[src/rtl/tlcd_pkg.sv]
// tlcd_pkg: shared FSM states, HD44780 command bytes and the power-up init ROM
// for the text-LCD bus scheduler.
package tlcd_pkg;

  typedef enum logic [2:0] {
    PWR_WAIT,
    INIT_ISSUE,
    IDLE,
    SETUP,
    PULSE,
    HOLD,
    EXEC,
    ACK
  } state_e;

  localparam logic [7:0] FUNC_SET_8B2L = 8'h38;
  localparam logic [7:0] DISP_ON       = 8'h0C;
  localparam logic [7:0] ENTRY_INC     = 8'h06;
  localparam logic [7:0] CLEAR         = 8'h01;
  localparam logic [7:0] CGRAM_BASE    = 8'h40;
  localparam logic [7:0] DDRAM_BASE    = 8'h80;

  localparam logic [1:0] INIT_LAST = 2'd3;

  function automatic logic [7:0] init_rom(input logic [1:0] idx);
    return idx == 2'd0 ? FUNC_SET_8B2L :
           idx == 2'd1 ? DISP_ON :
           idx == 2'd2 ? ENTRY_INC : CLEAR;
  endfunction

  // Clear (0x01) and return-home (0x02/0x03) need the long execution wait.
  function automatic logic is_long_cmd(input logic rs, input logic [7:0] d);
    return !rs && d[7:2] == 6'd0 && d != 8'd0;
  endfunction

endpackage

[src/rtl/tlcd_rr_arbiter2.sv]
// tlcd_rr_arbiter2: two-way round-robin grant; on a tie the port not granted
// last wins. The pointer resets to 1 so port 0 wins the first tie.
module tlcd_rr_arbiter2 (
  input  logic       clk_i,
  input  logic       rst_ni,
  input  logic [1:0] req_i,
  input  logic       en_i,
  output logic [1:0] gnt_o
);

  logic last_q;

  always_comb begin
    gnt_o[0] = req_i[0] & (~req_i[1] | last_q);
    gnt_o[1] = req_i[1] & (~req_i[0] | ~last_q);
  end

  always_ff @(posedge clk_i or negedge rst_ni)
    if (!rst_ni) last_q <= 1'b1;
    else if (en_i && |req_i) last_q <= gnt_o[1];

endmodule

[src/rtl/tlcd_bus_scheduler.sv]
// tlcd_bus_scheduler: owns the HD44780 bus, runs the power-up init sequence,
// then serves single-byte writes from two requesters with E-pulse timing.
module tlcd_bus_scheduler
  import tlcd_pkg::*;
#(
  parameter logic [15:0] POWERUP_CYC = 16'd40000,
  parameter logic [3:0]  SETUP_CYC   = 4'd2,
  parameter logic [3:0]  E_HIGH_CYC  = 4'd4,
  parameter logic [3:0]  HOLD_CYC    = 4'd1,
  parameter logic [15:0] EXEC_CYC    = 16'd50,
  parameter logic [15:0] CLEAR_CYC   = 16'd2000
) (
  input  logic       CLK,
  input  logic       RESETN,
  input  logic       REQ0,
  input  logic       RS0,
  input  logic [7:0] DATA0,
  output logic       ACK0,
  input  logic       REQ1,
  input  logic       RS1,
  input  logic [7:0] DATA1,
  output logic       ACK1,
  output logic       INIT_DONE,
  output logic       TLCD_E,
  output logic       TLCD_RS,
  output logic       TLCD_RW,
  output logic [7:0] TLCD_DATA
);

  state_e      state_q;
  logic [15:0] cnt_q;
  logic [15:0] lim;
  logic        cnt_done;
  logic [1:0]  idx_q;
  logic [1:0]  gnt;
  logic [1:0]  elig;
  logic        e_q;
  logic        rs_q;
  logic [7:0]  data_q;
  logic        port_q;
  logic        ack0_q;
  logic        ack1_q;
  logic        init_done_q;

  param_ok: assert property (@(posedge CLK)
    POWERUP_CYC != 16'd0 && SETUP_CYC != 4'd0 && E_HIGH_CYC != 4'd0 &&
    HOLD_CYC != 4'd0 && EXEC_CYC != 16'd0 && CLEAR_CYC != 16'd0);

  always_comb begin
    lim = state_q == PWR_WAIT ? POWERUP_CYC :
          state_q == SETUP    ? {12'd0, SETUP_CYC} :
          state_q == PULSE    ? {12'd0, E_HIGH_CYC} :
          state_q == HOLD     ? {12'd0, HOLD_CYC} :
          is_long_cmd(rs_q, data_q) ? CLEAR_CYC : EXEC_CYC;
    cnt_done = cnt_q == lim - 16'd1;
    elig = {REQ1 & ~ack1_q, REQ0 & ~ack0_q} & {2{init_done_q}};
  end

  tlcd_rr_arbiter2 u_arb (
    .clk_i (CLK),
    .rst_ni(RESETN),
    .req_i (elig),
    .en_i  (state_q == IDLE),
    .gnt_o (gnt)
  );

  // Counter restarts on every phase change and is idle outside timed states,
  // so it never exceeds lim-1 and cannot wrap.
  always_ff @(posedge CLK or negedge RESETN) begin
    if (!RESETN) begin
      state_q     <= PWR_WAIT;
      cnt_q       <= '0;
      idx_q       <= '0;
      e_q         <= 1'b0;
      rs_q        <= 1'b0;
      data_q      <= '0;
      port_q      <= 1'b0;
      ack0_q      <= 1'b0;
      ack1_q      <= 1'b0;
      init_done_q <= 1'b0;
    end else begin
      cnt_q <= (cnt_done || state_q inside {IDLE, INIT_ISSUE, ACK}) ? '0 : cnt_q + 16'd1;
      case (state_q)
        PWR_WAIT: if (cnt_done) state_q <= INIT_ISSUE;
        INIT_ISSUE: begin
          data_q  <= init_rom(idx_q);
          rs_q    <= 1'b0;
          state_q <= SETUP;
        end
        IDLE: if (|gnt) begin
          data_q  <= gnt[0] ? DATA0 : DATA1;
          rs_q    <= gnt[0] ? RS0 : RS1;
          port_q  <= gnt[1];
          state_q <= SETUP;
        end
        SETUP: if (cnt_done) begin
          e_q     <= 1'b1;
          state_q <= PULSE;
        end
        PULSE: if (cnt_done) begin
          e_q     <= 1'b0;
          state_q <= HOLD;
        end
        HOLD: if (cnt_done) state_q <= EXEC;
        EXEC: if (cnt_done) begin
          if (init_done_q) begin
            ack0_q  <= ~port_q;
            ack1_q  <= port_q;
            state_q <= ACK;
          end else if (idx_q == INIT_LAST) begin
            init_done_q <= 1'b1;
            state_q     <= IDLE;
          end else begin
            idx_q   <= idx_q + 2'd1;
            state_q <= INIT_ISSUE;
          end
        end
        ACK: begin
          ack0_q  <= 1'b0;
          ack1_q  <= 1'b0;
          state_q <= IDLE;
        end
        default: state_q <= PWR_WAIT;
      endcase
    end
  end

  assign ACK0      = ack0_q;
  assign ACK1      = ack1_q;
  assign INIT_DONE = init_done_q;
  assign TLCD_E    = e_q;
  assign TLCD_RS   = rs_q;
  assign TLCD_RW   = 1'b0;
  assign TLCD_DATA = data_q;

endmodule

[config.mk]
export PLATFORM = sky130hd
export DESIGN_NAME = tlcd_bus_scheduler
export DESIGN_NICKNAME = d
export VERILOG_FILES = /design/src/rtl/tlcd_pkg.sv /design/src/rtl/tlcd_rr_arbiter2.sv /design/src/rtl/tlcd_bus_scheduler.sv
export SDC_FILE = /design/constraint.sdc
export NUM_CORES = 1
export LEC_CHECK = 0
export ABC_CLOCK_PERIOD_IN_PS = 3200
export BUFFER_PORTS_ARGS = -buffer_cell sky130_fd_sc_hd__buf_2
export CORE_ASPECT_RATIO = 1.5
export CORE_MARGIN = 10
export CORE_UTILIZATION = 40
export DETAILED_ROUTE_END_ITERATION = 12
export PLACE_DENSITY = 0.7
export SLEW_MARGIN = 10
export SYNTH_ARGS = -nofsm -noshare
export SYNTH_HDL_FRONTEND = slang
export SYNTH_SLANG_ARGS = --single-unit
[constraint.sdc]
create_clock -name CLK -period 3.2 [get_ports CLK]
set_input_delay 0.32 -clock CLK [delete_from_list [all_inputs] [get_ports CLK]]
set_output_delay 0.32 -clock CLK [all_outputs]
set_load 0.05 [all_outputs]
==> impl_metrics.json, run 1 <==
{
  "status": "complete, no violations",
  "yosys.area_share.simple_pct": 22.2,
  "cp.required_ns": 3.37,
  "synth_top_area_cell": "dfrtp_1",
  "drv_cap": 0,
  "grt_pass1_vias": 2027,
  "startpoint_type": "register",
  "syn_inst": 253,
  "netlist_area_um2": 2380,
  "synth_top_family_by_area": "simple AND/OR/NAND/NOR gates",
  "yosysTopAreaCellShare_pct": 36.8,
  "rsz0062_at_grt": "true",
  "clockRootBuffer": "clkbuf_8",
  "ys_top_cells_by_count": "dfrtp_1 (35), nor2_1 (35), xnor2_1 (17)",
  "synthDistinctLibCells": 56,
  "hold_path_class": "in -> async",
  "critical_path.reg2reg.startpoint": "TLCD_RS$_DFFE_PN0P_",
  "die_area_um2": 9510,
  "synthTopCellsByArea": "dfrtp_1 (37%), xnor2_1 (6.3%), nor2_1 (5.5%), ha_1 (4.7%), mux2i_1 (4.6%)",
  "routedWlPerCell_um": 14.9,
  "drive_gt1_share_pct": 29.7,
  "grt_first_pass_wirelength_um": 9200,
  "seqPwrFrac_pct": 56.3,
  "die-height_um": 115,
  "grt_max_degree": 37,
  "rrSetupSlack_ns": 0.09,
  "placed_cells": 355,
  "fin_cells": 372,
  "diodes": 0,
  "cts_made_buffers": 5,
  "reg2reg_depth": 13,
  "dp_hpwl_um": 4190,
  "slew_violations": 0,
  "cts.clk_slew.worst_paths_ns": 0.07,
  "cp.arrival_ns": 3.28,
  "swShare_pct": 20.8,
  "layout_worst_path_cycle_share_pct": 97.0,
  "p_clk_share_pct": 40.0,
  "layout.nets": 330,
  "hold_slack_ns": 0.125,
  "num_rows": 34,
  "overflow": 0,
  "yosysWarningCount": 0,
  "io_pins": 36,
  "syn_to_final_growth_pct": 19.5,
  "skew_ns": 0.00843,
  "p_leak_uw": 0.00129,
  "fillers": 561,
  "synth_edf_count": 0,
  "syn_area_per_cell_um2": 9.42,
  "track_usage_pct": 11.3,
  "powerDensity_nw_per_um2": 286,
  "p_int_uw": 644,
  "comb_power_share_pct": 3.7,
  "num_vias": 1962,
  "endpoint_kind": "register",
  "clockBufferDepth": 2,
  "tightest_slew_ns": 0.804,
  "clk_latency_ns": 0.29,
  "crit_type": "reg -> reg",
  "clock-sinks": 36,
  "ys_seq_area_share_pct": 37.9,
  "drtIter0Drc": 111,
  "cts_tree": "done",
  "hold_violations": 0,
  "start_util_pct": 41.2,
  "finalWirelength_um": 5530,
  "core-area_um2": 5790,
  "port_buffers": 34,
  "p_switching_uw": 169,
  "synth_xor_area_share_pct": 9.93,
  "synth_mux_area_share_pct": 7.93,
  "grt_antenna_before_repair": 0,
  "ys_async_sr_fraction_pct": 100,
  "drc": 0,
  "routabilityCongestion": 0.843,
  "drtAntennaViolNets": 0,
  "die_w_um": 83.0,
  "finalSetupViolations": 0,
  "period_minus_slack_ns": 3.11,
  "synth_compound_gate_area_share_pct": 13.4,
  "fmax_ghz": 0.322,
  "viasPerCell": 5.27,
  "crit_fanout": 6,
  "syn-num-nets": 284,
  "relSlewSlack_pct": 46.4,
  "first_pass_iters": 6,
  "cts_htree_levels": 2,
  "synth_adder_area_share_pct": 4.73,
  "synth_ff_type": "dfrtp_1",
  "rr_endpoint": "idx_q[1]$_DFFE_PN0P_",
  "synth-seq-cells": 36,
  "peakVddDrop_v": 0.000254
}
-- power groups by stage --
stage | logic, uW | clock network, uW | registers (uW)
global route | 35.3 | 353 | 458
CTS | 30.8 | 334 | 458
global placement | 30.1 | 0 | 466
detailed placement | 30.7 | 0 | 466
finish | 29.9 | 326 | 458
floorplan | 9.49 | 0 | 466
-- stage by stage --
stage / total power, uW / setup TNS (ns) / instance area (um2) / util, % / setup slack [ns]
global route: 846 / -0.138 / 2850 / 49.2 / -0.0239
finish: 813 / 0 / 2850 / 49.2 / 0.0944
global placement: 496 / 0 / 2660 / 46.0 / 0.104
detailed placement: 497 / 0 / 2660 / 46.0 / 0.00777
CTS: 823 / 0 / 2810 / 48.5 / 0.00847
floorplan: 476 / 0 / 2400 / - / 0.0364
-- cells by family (layout without fill, tap and decap cells) --
| logic type | Yosys count | count (layout) |
|---|---|---|
| simple gates | 97 | 97 |
| compound gates | 45 | 45 |
| flops | 36 | 36 |
| xor+xnor | 27 | 27 |
| buf+inv | 20 | 67 |
| mux | 18 | 18 |
| fa+ha+maj | 9 | 9 |
| other cells | 1 | 1 |
-- worst max-delay path by stage --
stage,from,endpoint,cells past startpoint
3_3_place_gp,TLCD_RS$_DFFE_PN0P_,idx_q[1]$_DFFE_PN0P_,13
3_5_place_dp,TLCD_RS$_DFFE_PN0P_,idx_q[1]$_DFFE_PN0P_,13
2_1_floorplan,TLCD_RS$_DFFE_PN0P_,idx_q[1]$_DFFE_PN0P_,13
4_1_cts,TLCD_DATA[3]$_DFFE_PN0P_,idx_q[1]$_DFFE_PN0P_,13
6_report,TLCD_RS$_DFFE_PN0P_,idx_q[1]$_DFFE_PN0P_,13
5_1_grt,TLCD_RS$_DFFE_PN0P_,TLCD_E$_DFFE_PN0P_,14
-- timing repair --
action | in CTS | in global routing
gates resized for setup | 2 | 4
buffers inserted | 6 | 3
setup endpoints to repair | 1 | 21
hold buffers | 0 | 0
pin swaps | 5 | 5
-- flip-flops by register name (all words and copies together) (netlist names) --
signal	flops
port_q	1
TLCD_RS	1
INIT_DONE	1
TLCD_DATA	8
ACK1	1
state_q	3
u_arb.last_q	1
TLCD_E	1
idx_q	2
ACK0	1
cnt_q	16
-- layout by cell type, fill, tap and decap left out, types with 3 or more instances in the layout --
master and n:
nor2_1 35, buf_2 34, dfrtp_1 30, xnor2_1 17, buf_4 17, nand2_1 14
o21ai_0 14, nand3_1 11, mux2i_1 11, xor2_1 10, inv_1 8, a21oi_1 8
ha_1 7, nand2b_1 6, mux2_2 6, clkbuf_8 6, dfrtp_2 5, nor3_2 4
nor2b_1 3, nand4_1 3
-- worst max-delay path: stages, from the launching register on --
cell and delay, ns:
dfrtp_2 0.43, nor4_4 0.33, o211ai_2 0.16, nand2_1 0.11, nand2_1 0.05, o21ai_0 0.08
ha_2 0.21, ha_2 0.18, xnor2_1 0.09, or4_4 0.50, a31oi_4 0.22, nand3_4 0.14
nor3_4 0.18, mux2_4 0.31
-- metal layers --
layer / vias to the layer above / part of all wire [%] / GRT usage, %
met4: 0 / 1.6 / 3.76
met1: 949 / 40 / 11.6
met5: - / 0 / 0
met2: 30 / 55 / 21.4
li1: 976 / - / -
met3: 7 / 3.8 / 2.99
-- cell type report --
type	instances	area, um2	share of cell area [%]
multi-input combinational	197	1430	50.3
sequential	36	908	31.9
timing repair buffer	51	298	10.5
clock buffer	8	90.1	3.16
tap	72	90.1	3.16
inverter	8	30.0	1.05
(Power assumes the default switching activity.)
==> run 2: changes to the inputs <==
Settings changed: ABC_CLOCK_PERIOD_IN_PS 3200 to 3970, PLACE_DENSITY 0.7 to 0.67, SETUP_SLACK_MARGIN set to 0.5.
Clock period 3.2 ns to 3.97 ns, I/O delays scaled along.
==> impl_metrics.json, run 2 (synthesized netlist as in run 1, its figures left out) <==
{
  "cts.clk_slew.worst_paths_ns": 0.07,
  "final_core_util_pct": 47.5,
  "hold_violations": 0,
  "worst_slack_ns": 0.802,
  "layout.nets": 319,
  "start_util_pct": 41.2,
  "die_w_um": 83.0,
  "regMostFlops": "cnt_q",
  "critPathBufInv": 0,
  "endpoint_kind": "register",
  "fillers": 590,
  "slowest_delay_ns": 0.43,
  "cts_made_buffers": 5,
  "finalWirelength_um": 5300,
  "placed_cells": 350,
  "drive_gt1_share_pct": 23.9,
  "cts_tree": "done",
  "port_buffers": 34,
  "grt_first_pass_wirelength_um": 9380,
  "rsz0062_at_grt": "false",
  "drc": 0,
  "syn_to_final_growth_pct": 15.3,
  "p_leak_uw": 0.00125,
  "finalSetupViolations": 0,
  "clk_latency_ns": 0.30,
  "grt_antenna_before_repair": 0,
  "grt_max_degree": 37,
  "fmax_ghz": 0.316,
  "core-area_um2": 5790,
  "p_total_uw": 689,
  "clockBufferDepth": 2,
  "io_pins": 36,
  "fin_cells": 361,
  "drv_cap": 0,
  "slowest_stage": "dfrtp_1",
  "num_vias": 1936,
  "slew_violations": 0,
  "num_rows": 34,
  "crit_type": "reg -> reg",
  "clockRootBuffer": "clkbuf_8",
  "peakVddDrop_v": 0.000186,
  "routabilityCongestion": 0.931,
  "status": "complete, no violations",
  "drtIter0Drc": 121,
  "final_cell_mix": "dfrtp_1 (35), nor2_1 (35), buf_2 (34)",
  "overflow": 0,
  "first_pass_iters": 5,
  "routedWlPerCell_um": 14.7,
  "diodes": 0,
  "powerDensity_nw_per_um2": 251,
  "clock-sinks": 36,
  "period_minus_slack_ns": 3.17,
  "tns_ns": 0,
  "layout_worst_path_cycle_share_pct": 79.8,
  "startpoint_type": "register",
  "tightest_slew_ns": 0.998,
  "die_area_um2": 9510,
  "cts_htree_levels": 2,
  "dpl_worst_slack_ns": 0.612,
  "cts_hold_buf": 0,
  "die-height_um": 115,
  "crit_fanout": 9,
  "viasPerCell": 5.36,
  "dp_hpwl_um": 4100,
  "drtAntennaViolNets": 0,
  "track_usage_pct": 11.7,
  "path_delay_family": "simple AND/OR/NAND/NOR gates",
  "largest_register_ff_count": 16,
  "hold_path_class": "in -> async",
  "relSlewSlack_pct": 33.1,
  "grt_pass1_vias": 1989,
  "cp.required_ns": 4.16,
  "cp.arrival_ns": 3.36,
  "worstPathCellList": "nor4_4 > o211ai_2 > o21ai_0 > nand3_1 > ha_1 > xor2_1 > nor3_1 > o2111ai_1 > a31oi_4 > nand3_4 > nor3_4 > mux2_1",
  "skew_ns": 0.00485
}
run 2: metal layers:
metal  vias to the layer above  share of wire, %  global-route usage (%)
met3                        10               3.2                    3.28
met2                        33                54                    21.1
met4                         0               2.0                    4.78
met1                       933                41                    12.5
li1                        960                 -                       -
met5                         -                 0                       0
run 2: final timing paths:
kind	startpoint	endpoint	slack, ns	cells after the start
worst max-delay path	TLCD_DATA[3]$_DFFE_PN0P_	idx_q[1]$_DFFE_PN0P_	0.80	12
max in group asynchronous	RESETN	state_q[0]$_DFFE_PN0P_	3.26	1
worst min-delay path	RESETN	TLCD_DATA[7]$_DFFE_PN0P_	0.19	1
worst max register to register	TLCD_DATA[3]$_DFFE_PN0P_	idx_q[1]$_DFFE_PN0P_	0.80	12
min in group CLK	DATA1[6]	TLCD_DATA[6]$_DFFE_PN0P_	0.39	3
worst min register to register	u_arb.last_q$_DFFE_PN1P_	u_arb.last_q$_DFFE_PN1P_	0.53	2
run 2: per-stage QoR:
stage               hold WS (ns)  instance area, um2
floorplan                  0.101                2380
global placement           0.487                2610
detailed placement         0.507                2610
CTS                        0.221                2710
global route               0.247                2750
finish                     0.189                2750
run 2: repair_timing:
action / CTS / global route
buffers inserted: 0 / 3
endpoints found under the setup margin: 0 / 19
gates resized for setup: 0 / 3
endpoints found under the hold margin: 0 / 0
run 2: layout make-up:
| cell class | instances | area, um2 | share of cell area [%] |
|---|---|---|---|
| well taps | 72 | 90.1 | 3.28 |
| repair buffers | 40 | 215 | 7.83 |
| clock buffers | 8 | 100 | 3.64 |
| inverters | 8 | 30.0 | 1.09 |
| multi-input cells | 197 | 1410 | 51.3 |
| flip-flops and latches | 36 | 902 | 32.8 |
run 2: worst register-to-register path, delay by kind of cell, from the launching register on:
kind | cells | cell delay (ns)
simple gates | 5 | 0.94
mux | 1 | 0.33
xor+xnor | 1 | 0.16
compound gates | 4 | 0.89
fa+ha+maj | 1 | 0.30
flops | 1 | 0.43
run 2: power breakdown:
part	leakage (uW)	total (uW)	internal, uW	switching (uW)
sequential	0.000483	369	368	0.865
combinational	0.000718	24.4	9.87	14.5
clock	0.0000515	295	158	137
